**config.mk**
```make
export PLATFORM = sky130hd
export DESIGN_NAME = reg_dump_reader
export DESIGN_NICKNAME = d
export VERILOG_FILES = /design/src/rtl/reg_dump_pkg.sv /design/src/rtl/reg_dump_csum.sv /design/src/rtl/reg_dump_reader.sv
export SDC_FILE = /design/constraint.sdc
export NUM_CORES = 1
export LEC_CHECK = 0
export BUFFER_PORTS_ARGS = -buffer_cell sky130_fd_sc_hd__buf_2
export CORE_MARGIN = 2
export CORE_UTILIZATION = 49
export CTS_BUF_LIST = sky130_fd_sc_hd__clkbuf_4 sky130_fd_sc_hd__clkbuf_8
export DETAILED_ROUTE_END_ITERATION = 16
export PLACE_DENSITY = 0.85
export SETUP_SLACK_MARGIN = 0.4
export SYNTH_ARGS = -nofsm -noshare
export SYNTH_HDL_FRONTEND = slang
export SYNTH_HIERARCHICAL = 1
export SYNTH_SLANG_ARGS = --single-unit
```
**constraint.sdc**
```tcl
create_clock -name clk -period 2.3 [get_ports clk]
set_input_delay 0.345 -clock clk [delete_from_list [all_inputs] [get_ports clk]]
set_output_delay 0.345 -clock clk [all_outputs]
set_load 0.01 [all_outputs]
```
**src/rtl/reg_dump_pkg.sv**
```systemverilog
// Shared types and sizes for the register-file dump reader.
package reg_dump_pkg;

  localparam int REG_ADDR_W = 5;
  localparam int REG_DATA_W = 32;
  localparam int REG_COUNT  = 32;

  // Dump sequencer states. CSUM is only reachable when the checksum beat is built in.
  typedef enum logic [2:0] {
    IDLE = 3'd0,
    READ = 3'd1,
    SEND = 3'd2,
    CSUM = 3'd3,
    FIN  = 3'd4
  } dump_state_e;

  // One stream beat as held on the output registers.
  typedef struct packed {
    logic [REG_DATA_W-1:0] data;
    logic [REG_ADDR_W-1:0] addr;
    logic                  last;
  } beat_t;

endpackage

```
**src/rtl/reg_dump_csum.sv**
```systemverilog
// XOR accumulator over the words of one dump. Clear wins over enable so a
// new dump always starts from zero.
module reg_dump_csum
  import reg_dump_pkg::*;
(
  input  logic                  clk,
  input  logic                  rst,
  input  logic                  clr,
  input  logic                  en,
  input  logic [REG_DATA_W-1:0] din,
  output logic [REG_DATA_W-1:0] acc
);

  // Running XOR of every word folded in since the last clear.
  always_ff @(posedge clk or posedge rst) begin
    if (rst)      acc <= '0;
    else if (clr) acc <= '0;
    else if (en)  acc <= acc ^ din;
  end

endmodule

```
**src/rtl/reg_dump_reader.sv**
```systemverilog
// Debug read-back engine: walks the register file's second read port from
// FIRST_REG to LAST_REG and streams each word out over valid/ready.
// Optional feature macro: REG_DUMP_CHECKSUM_EN appends an XOR checksum beat.
module reg_dump_reader
  import reg_dump_pkg::*;
#(
  parameter int FIRST_REG = 0,
  parameter int LAST_REG  = 31
) (
  input  logic                  clk,
  input  logic                  rst,
  input  logic                  start,
  output logic [REG_ADDR_W-1:0] rf_addr,
  input  logic [REG_DATA_W-1:0] rf_data,
  output logic [REG_DATA_W-1:0] dout,
  output logic [REG_ADDR_W-1:0] dout_addr,
  output logic                  dout_last,
  output logic                  dout_valid,
  input  logic                  dout_ready,
  output logic                  busy,
  output logic                  done
);

  localparam logic [2:0] ST_IDLE = IDLE;
  localparam logic [2:0] ST_READ = READ;
  localparam logic [2:0] ST_SEND = SEND;
  localparam logic [2:0] ST_FIN  = FIN;
`ifdef REG_DUMP_CHECKSUM_EN
  localparam logic [2:0] ST_CSUM = CSUM;
`endif

  localparam logic [REG_ADDR_W-1:0] FIRST_A = FIRST_REG[REG_ADDR_W-1:0];
  localparam logic [REG_ADDR_W-1:0] LAST_A  = LAST_REG[REG_ADDR_W-1:0];

  logic [2:0]            state;
  logic [REG_ADDR_W-1:0] ptr;
  beat_t                 beat_q;
  logic                  hs;
  logic                  last_reg;
  logic                  reg_last_flag;
  logic [2:0]            after_last;

  assign hs        = dout_valid && dout_ready;
  assign last_reg  = (ptr == LAST_A);
  assign rf_addr   = ptr;
  assign dout      = beat_q.data;
  assign dout_addr = beat_q.addr;
  assign dout_last = beat_q.last;

`ifdef REG_DUMP_CHECKSUM_EN
  logic [REG_DATA_W-1:0] csum;

  // Register beats never carry last; the checksum beat closes the dump.
  assign reg_last_flag = 1'b0;
  assign after_last    = ST_CSUM;

  reg_dump_csum u_csum (
    .clk (clk),
    .rst (rst),
    .clr ((state == ST_IDLE) && start),
    .en  ((state == ST_SEND) && hs),
    .din (beat_q.data),
    .acc (csum)
  );
`else
  assign reg_last_flag = last_reg;
  assign after_last    = ST_FIN;
`endif

  // Dump sequencer: one READ/SEND pair per register, outputs held until handshake.
  always_ff @(posedge clk or posedge rst) begin
    if (rst) begin
      state      <= ST_IDLE;
      ptr        <= FIRST_A;
      beat_q     <= '0;
      dout_valid <= 1'b0;
      busy       <= 1'b0;
      done       <= 1'b0;
    end else begin
      done <= 1'b0;
      case (state)
        ST_IDLE: begin
          ptr <= FIRST_A;
          if (start) begin
            state <= ST_READ;
            busy  <= 1'b1;
          end
        end
        ST_READ: begin
          // rf_data is combinational off rf_addr, so it is the word at ptr now.
          beat_q.data <= rf_data;
          beat_q.addr <= ptr;
          beat_q.last <= reg_last_flag;
          dout_valid  <= 1'b1;
          state       <= ST_SEND;
        end
        ST_SEND: begin
          if (hs) begin
            dout_valid <= 1'b0;
            // Test for the end before incrementing so ptr never wraps past 31.
            if (last_reg) state <= after_last;
            else begin
              ptr   <= ptr + 1'b1;
              state <= ST_READ;
            end
          end
        end
`ifdef REG_DUMP_CHECKSUM_EN
        ST_CSUM: begin
          // First cycle loads the checksum beat, then wait for its handshake.
          if (!dout_valid) begin
            beat_q.data <= csum;
            beat_q.addr <= '0;
            beat_q.last <= 1'b1;
            dout_valid  <= 1'b1;
          end else if (dout_ready) begin
            dout_valid <= 1'b0;
            state      <= ST_FIN;
          end
        end
`endif
        ST_FIN: begin
          done  <= 1'b1;
          busy  <= 1'b0;
          ptr   <= FIRST_A;
          state <= ST_IDLE;
        end
        default: state <= ST_IDLE;
      endcase
    end
  end

endmodule

```
### Yosys cells after proc, flatten, opt, wreduce, memory -nomap -nowiden

Cells that the tools add are included.

* input bits: 36
* output and inout bits: 46
* logic and storage cells: 38
* register bits after elaboration: 49

* equality and inequality tests: 7
* $add $sub $neg: 1
* mux-type cells: 12
* reductions and logical operators: 10

Operator list (number)
* 2-to-1 mux 5 bit: 2
* case mux 5 bit (2 select lines): 1
* 2-to-1 mux 3 bit: 3
* case mux 3 bit (3 select lines): 1
* != test 2 bit (second input constant): 3
* AND reduction 2 bit: 3
* nonzero test 2 bit: 3
* adder 5 x 1 -> 5 bit (second input constant): 1
* equality test 5 bit (second input constant): 1
* case mux 1 bit (2 select lines): 2
* equality test 3 x 1 -> 1 bit (second input constant): 1
* equality test 3 x 2 -> 1 bit (second input constant): 1
* equality test 3 bit (second input constant): 1
* zero test 3 bit: 1
* 2-to-1 mux 1 bit: 3
* AND reduction 3 bit: 1
* OR reduction 2 bit: 1
* logical AND 1 bit: 1

### Logic depth before layout (Yosys ltp)

Gate-level depths: netlist (run 1).

* depth in word-level cells: 4
* depth in mapped cells: 7

### Least setup slack after synthesis (run 1)

OpenSTA, ideal clock, no wires.

* path type: flip-flop to flip-flop
* start point: reg ptr[0], in the netlist rf_addr[0]
* end point: reg ptr[3], in the netlist rf_addr[3]
* stages on the path, launching flop included: 8
* slack: 229 ps
* path buffers: 1
* period minus slack after synthesis: 2071 ps
* data required time: 2222 ps
* arrival: 1994 ps
* cells stage by stage: dfrtp_1 ha_1 and3_1 ha_1 or2_0 buf_2 or4_1 a21oi_1

* elaborated cells on any way between the ends: 7
* those cells by class: add/sub: 1; eq/ne: 2; mux: 3; reduce/logical: 1

RTL lines
* start, declared: line reg_dump_reader.sv:36 `logic [REG_ADDR_W-1:0] ptr;`
* start signal, assigned: line reg_dump_reader.sv:103 `ptr <= ptr + 1'b1;`
* equality test 5 bit: line reg_dump_reader.sv:44 `assign last_reg = (ptr == LAST_A);`
* named net last_reg: line reg_dump_reader.sv:39 `logic last_reg;`
* != test 2 bit (no source line)
* AND reduction 3 bit (no source line)

The timed path passes the listed nets, and every way through them passes these cells. The select of a mux whose other input is x is not followed.
A chain may end at the register's enable or synchronous reset.

### Worst setup path in the final report (run 1)

* start point: reg ptr[0], in the netlist rf_addr[0]
* end point: reg ptr[2], in the netlist rf_addr[2]

The elaborated chain is that of the path after synthesis.

==> results.yml, run 1 <==
outcome:
  status: "completed"
power_and_ir_drop:
  power.density_nw_per_um2: 1223
  switchingPower_mw: 0.9920
  power.internal_mw: 2.202
  swShare_pct: 31.05
  combPwrFrac_pct: 35.4
  max-vdd-ir-drop_v: 0.0009054
  p_clk_share_pct: 21.8
  seqPwrFrac_pct: 42.8
  power_mw: 3.194
  power.leakage_nw: 1.306
die:
  initial_core_util_pct: 50.19
  row_count: 23
  io_pins: 82
  core_area_um2: 3914
  die_width_um: 67.32
  die_h_um: 67.32
  dieArea_um2: 4531
route:
  routed_via_density: 5.044
  ant_nets: 0
  drc: 0
  drt-pass1-iter-count: 4
  drt_iter0_drc: 62
  wl_per_cell_um: 13.70
  wirelength_um: 3767
  via_count: 1387
setup_path:
  max_stage_delay_ns: 0.48
  critPathSlowestCell: "or4_4"
  path_max_fanout: 7
  crit_path_start_kind: "flip-flop"
  crit_family: "simple AND/OR/NAND/NOR gates"
  path_buf_inv: 0
  cp-end-kind: "flip-flop"
  crit_arrival_ns: 2.08
  path_cells: "ha_2 > and3_4 > ha_4 > or2_4 > or4_4 > a21oi_2"
  required_ns: 2.52
  criticalPathCategory: "reg -> reg"
synthesis:
  synth-edff-count: 0
  synth-seq-cells: 49
  yosys-top-cells-area: "dfrtp_1 62%, mux2_1 17%, mux2_2 5.2%"
  yosysSeqAreaShare_pct: 62.42
  yosysWarningCount: 6
  synth.distinct_cells: 26
  synth_async_sr_flop_share_pct: 100.0
  synth.most_common_cell: "dfrtp_1"
  syn_inst: 136
  yosys.area.top_type: "dfrtp_1"
  ys.flop_type: "dfrtp_1"
  ys_top_cells_by_count: "49 x dfrtp_1, 29 x mux2_1, 9 x mux2_2"
  synth_nets: 174
  synth_top_area_share_pct: 62.42
  netlist_area_um2: 1964
  avgSynthCellArea_um2: 14.44
placed_design:
  gp_congestion: 0.8041
  dpl_cell_area_um2: 2439
  io_buffer_count: 81
  dpl.hpwl_um: 2783
  numPlacedInstances: 263
grt:
  antenna_found_initial: 0
  overflow: 0
  grt_max_degree: 39
  grt_pass1_wl_um: 5595
  grt_usage_pct: 16.61
  grt_pass1_vias: 1230
clock_network:
  cts_num_sinks: 49
  cts_tree: "done"
  cts_max_level: 2
  insertion_delay_ns: 0.29
  clockBufferDepth: 2
  root_buffer: "clkbuf_8"
  path_clk_slew_ns: 0.09
  numCtsBuffers: 5
sta:
  finalSetupTns_ns: 0
  grt_setup_unrepaired: "no"
  tightestPinTransition_ns: 0.5294
  maxSlewHeadroom_pct: 64.58
  final_period_minus_worst_setup_slack_ns: 1.860
  setup-violations-final: 0
  hold_violations: 0
  clock_skew_ns: 0.008287
  fmax_ghz: 0.5375
  finalCritPeriodShare_pct: 80.89
  drv_slew: 0
job:
  drv_cap: 0
finish:
  syn_to_final_growth_pct: 32.99
  finalNonFillerCells: 275
  final_layout_size_suffix_gt1_share_pct: 50.67
  fin_area_um2: 2613
  final_nets: 262
  fill_cells: 320
  final_core_util_pct: 66.75
  diodes: 0
min_path:
  hold_path.class: "in -> async"
[cell type report]
class | count | area [µm²] | area share (%)
Clock buffer | 5 | 68.82 | 2.634
Timing Repair Buffer | 87 | 462.9 | 17.72
Multi-Input combinational cell | 79 | 719.4 | 27.54
Clock inverter | 3 | 65.06 | 2.490
Tap cell | 50 | 62.56 | 2.395
Sequential cell | 49 | 1226 | 46.93
Inverter | 2 | 7.507 | 0.2874
[cells in the final DEF (no fill, tap or decap), types with 3 or more instances in the layout]
| cell type | n |
|---|---|
| nor2_1 | 6 |
| buf_2 | 81 |
| mux2_1 | 29 |
| dfrtp_1 | 49 |
| clkbuf_8 | 5 |
| nand3_1 | 3 |
| buf_4 | 5 |
| a21oi_1 | 7 |
| o21ai_0 | 3 |
| mux2_2 | 9 |
[per-stage QoR]
step | hold slack (ns) | setup WS, ns
4_1_cts | 0.01822 | 0.4281
6_report | 0.01534 | 0.4395
5_1_grt | 0.02852 | 0.3945
3_3_place_gp | 0.3423 | 0.3561
2_1_floorplan | 0.4797 | 0.3578
3_5_place_dp | 0.3458 | 0.3018
[path summary, 6_finish.rpt]
path / startpoint / endpoint / slack (ns) / cells after the start
max in group asynchronous: rst / dout[31] / 1.55 / 3
hold / removal: rst / dout[17] / 0.02 / 2
setup / recovery: rf_addr[0] / rf_addr[2] / 0.44 / 6
min in group clk: rf_data[19] / dout[19] / 0.26 / 2
setup reg to reg: rf_addr[0] / rf_addr[2] / 0.44 / 6
hold reg to reg: dout[25] / dout[25] / 0.48 / 1
[registers in the layout, indices dropped and copies added (netlist names)]
register	count
dout_addr	5
busy	1
dout_valid	1
dout	32
done	1
rf_addr	5
dout_last	1
state	3
[power by group through the flow]
stage | Clock (mW) | Sequential (mW) | Combinational (mW)
after CTS | 0.717 | 1.37 | 1.15
after global routing | 0.766 | 1.41 | 1.24
final | 0.697 | 1.37 | 1.13
after detailed placement | 0 | 1.39 | 1.14
after global placement | 0 | 1.37 | 1.11
after floorplan | 0 | 1.52 | 0.555
[worst register-to-register path, cell delays in order (launching register included)]
cell and delay [ns]:
dfrtp_1 0.40, ha_2 0.18, and3_4 0.19, ha_4 0.17, or2_4 0.26, or4_4 0.48
a21oi_2 0.12
[kinds of logic (layout without fill, tap and decap cells)]
kind of cell    after synthesis  in the layout  synth area share, %
compound gates               14             14                3.949
fa+ha+maj                     2              2                1.274
buf+inv                       8             97                2.548
flops                        49             49                62.42
mux                          38             38                21.78
simple gates                 25             25                8.025
[timing repair]
item | 4_1_cts | 5_1_grt
pin swaps | 0 | 1
hold buffers | 0 | 0
endpoints found under the setup margin | 3 | 1
buffers inserted | 2 | 2
gates resized for setup | 2 | 2
endpoints found under the hold margin | 0 | 0
[per-layer routing]
| layer | GRT usage, % | routed length (µm) | vias to the layer above |
|---|---|---|---|
| met3 | 4.500 | 172 | 2 |
| met1 | 19.96 | 1544 | 679 |
| met2 | 29.33 | 2024 | 42 |
| li1 | - | - | 664 |
| met5 | 0 | 0 | - |
| met4 | 4.592 | 25 | 0 |
Note: power is estimated with default switching activity, not from simulation.
==> run 2: changes to the inputs <==
==> constraint.sdc (replaced) <==
create_clock -name clk -period 1.9 [get_ports clk]
set_input_delay 0.285 -clock clk [delete_from_list [all_inputs] [get_ports clk]]
set_output_delay 0.285 -clock clk [all_outputs]
set_load 0.01 [all_outputs]
==> results.yml, run 2 (synthesis gave the netlist of run 1 again) <==
outcome:
  status: "completed"
setup_path:
  criticalPathCategory: "reg -> reg"
  required_ns: 2.12
  crit_path_start_kind: "flip-flop"
  crit_arrival_ns: 2.10
  critPathSlowestCell: "or4_4"
  cp-end-kind: "flip-flop"
  max_stage_delay_ns: 0.49
  path_max_fanout: 6
  rrSetupSlack_ns: 0.02
  path_cells: "ha_2 > and3_4 > ha_4 > or2_4 > or4_4 > a21oi_2"
  reg2reg_from: "rf_addr[0]"
  cp-startpoint: "rf_addr[0]"
grt:
  overflow: 0
  grt_max_degree: 28
  grt_pass1_wl_um: 6058
  grt_usage_pct: 18.09
  antenna_found_initial: 0
  grt_pass1_vias: 1354
power_and_ir_drop:
  power.leakage_nw: 1.325
  power.density_nw_per_um2: 1407
  max-vdd-ir-drop_v: 0.0007131
route:
  drc: 0
  ant_nets: 0
  drt-pass1-iter-count: 4
  via_count: 1445
  drt_iter0_drc: 36
  routed_via_density: 5.161
  wl_per_cell_um: 14.56
  wirelength_um: 4078
finish:
  fill_cells: 298
  final_cell_mix: "81 x buf_2, 47 x dfrtp_1, 29 x mux2_1, 9 x mux2_2, 8 x buf_4"
  final_core_util_pct: 67.97
  final_nets: 268
  syn_to_final_growth_pct: 35.41
  final_layout_size_suffix_gt1_share_pct: 54.35
  finalNonFillerCells: 280
  largest_reg_flops: 32
  layout_commonest_cell: "buf_2"
  diodes: 0
clock_network:
  clockBufferDepth: 2
  path_clk_slew_ns: 0.08
  cts_tree: "done"
  insertion_delay_ns: 0.28
  root_buffer: "clkbuf_8"
  cts_max_level: 2
  postCtsHoldBufs: 0
  numCtsBuffers: 5
  cts_num_sinks: 49
sta:
  drv_slew: 0
  finalCritPeriodShare_pct: 99.06
  clock_skew_ns: 0.006039
  grt_setup_unrepaired: "yes"
  fmax_ghz: 0.5313
  setup-violations-final: 0
  tightestPinTransition_ns: 0.5629
  hold_violations: 0
  final_period_minus_worst_setup_slack_ns: 1.882
  maxSlewHeadroom_pct: 62.33
die:
  dieArea_um2: 4531
  io_pins: 82
  initial_core_util_pct: 50.19
  die_h_um: 67.32
  row_count: 23
  core_area_um2: 3914
  die_width_um: 67.32
job:
  drv_cap: 0
min_path:
  hold_path.class: "in -> async"
placed_design:
  numPlacedInstances: 267
  dpl.hpwl_um: 2897
  io_buffer_count: 81
  gp_congestion: 0.7477
run 2: final timing paths:
kind / endpoint / cells after the start
min in group clk: dout[7] / 2
hold / removal: dout[5] / 2
setup / recovery: rf_addr[2] / 6
hold reg to reg: dout[19] / 1
setup reg to reg: rf_addr[2] / 6
max in group asynchronous: state[2] / 3
run 2: power breakdown:
part	internal [mW]	total [mW]	switching [mW]
Sequential	1.45	1.66	0.217
Combinational	0.767	1.48	0.711
Clock	0.303	0.601	0.298
Total	2.52	3.74	1.23
run 2: worst max-delay path, delay by kind of cell, from the launching register on:
| kind | cells | cell delay (ns) |
|---|---|---|
| simple gates | 3 | 0.93 |
| flops | 1 | 0.40 |
| fa+ha+maj | 2 | 0.35 |
| compound gates | 1 | 0.14 |
run 2: per-stage QoR:
| stage | area [µm²] | setup TNS (ns) | setup slack (ns) | power, mW | hold WS, ns |
|---|---|---|---|---|---|
| after global routing | 2660 | 0 | 0.0004270 | 3.992 | 0.04889 |
| after floorplan | 1987 | -0.04160 | -0.04160 | 2.523 | 0.4197 |
| after CTS | 2609 | 0 | 0.05458 | 3.722 | 0.03452 |
| after detailed placement | 2469 | -0.03444 | -0.03074 | 3.085 | 0.3433 |
| final | 2660 | 0 | 0.01793 | 3.742 | 0.02090 |
| after global placement | 2469 | 0 | 0.04068 | 3.003 | 0.3326 |
run 2: layer usage:
layer  vias up  part of all wire, %  global-route usage [%]
met4         0                 0.83                   7.653
met2        40                   57                   33.54
met5         -                    0                       0
met3         2                  4.1                   3.333
met1       732                   38                   20.20
li1        671                    -                       -
run 2: repair_timing:
| item | 4_1_cts | 5_1_grt |
|---|---|---|
| pin swaps | 4 | 2 |
| gates resized for setup | 10 | 8 |
| buffers inserted | 3 | 3 |
| endpoints found under the setup margin | 32 | 44 |
run 2: layout make-up:
cell class	instances	area, µm²	share of cell area, %
Sequential cell	49	1229	46.19
Inverter	2	7.507	0.2822
Timing Repair Buffer	93	536.8	20.18
Tap cell	50	62.56	2.352
Clock buffer	7	90.09	3.387
Multi-Input combinational cell	79	734.5	27.61
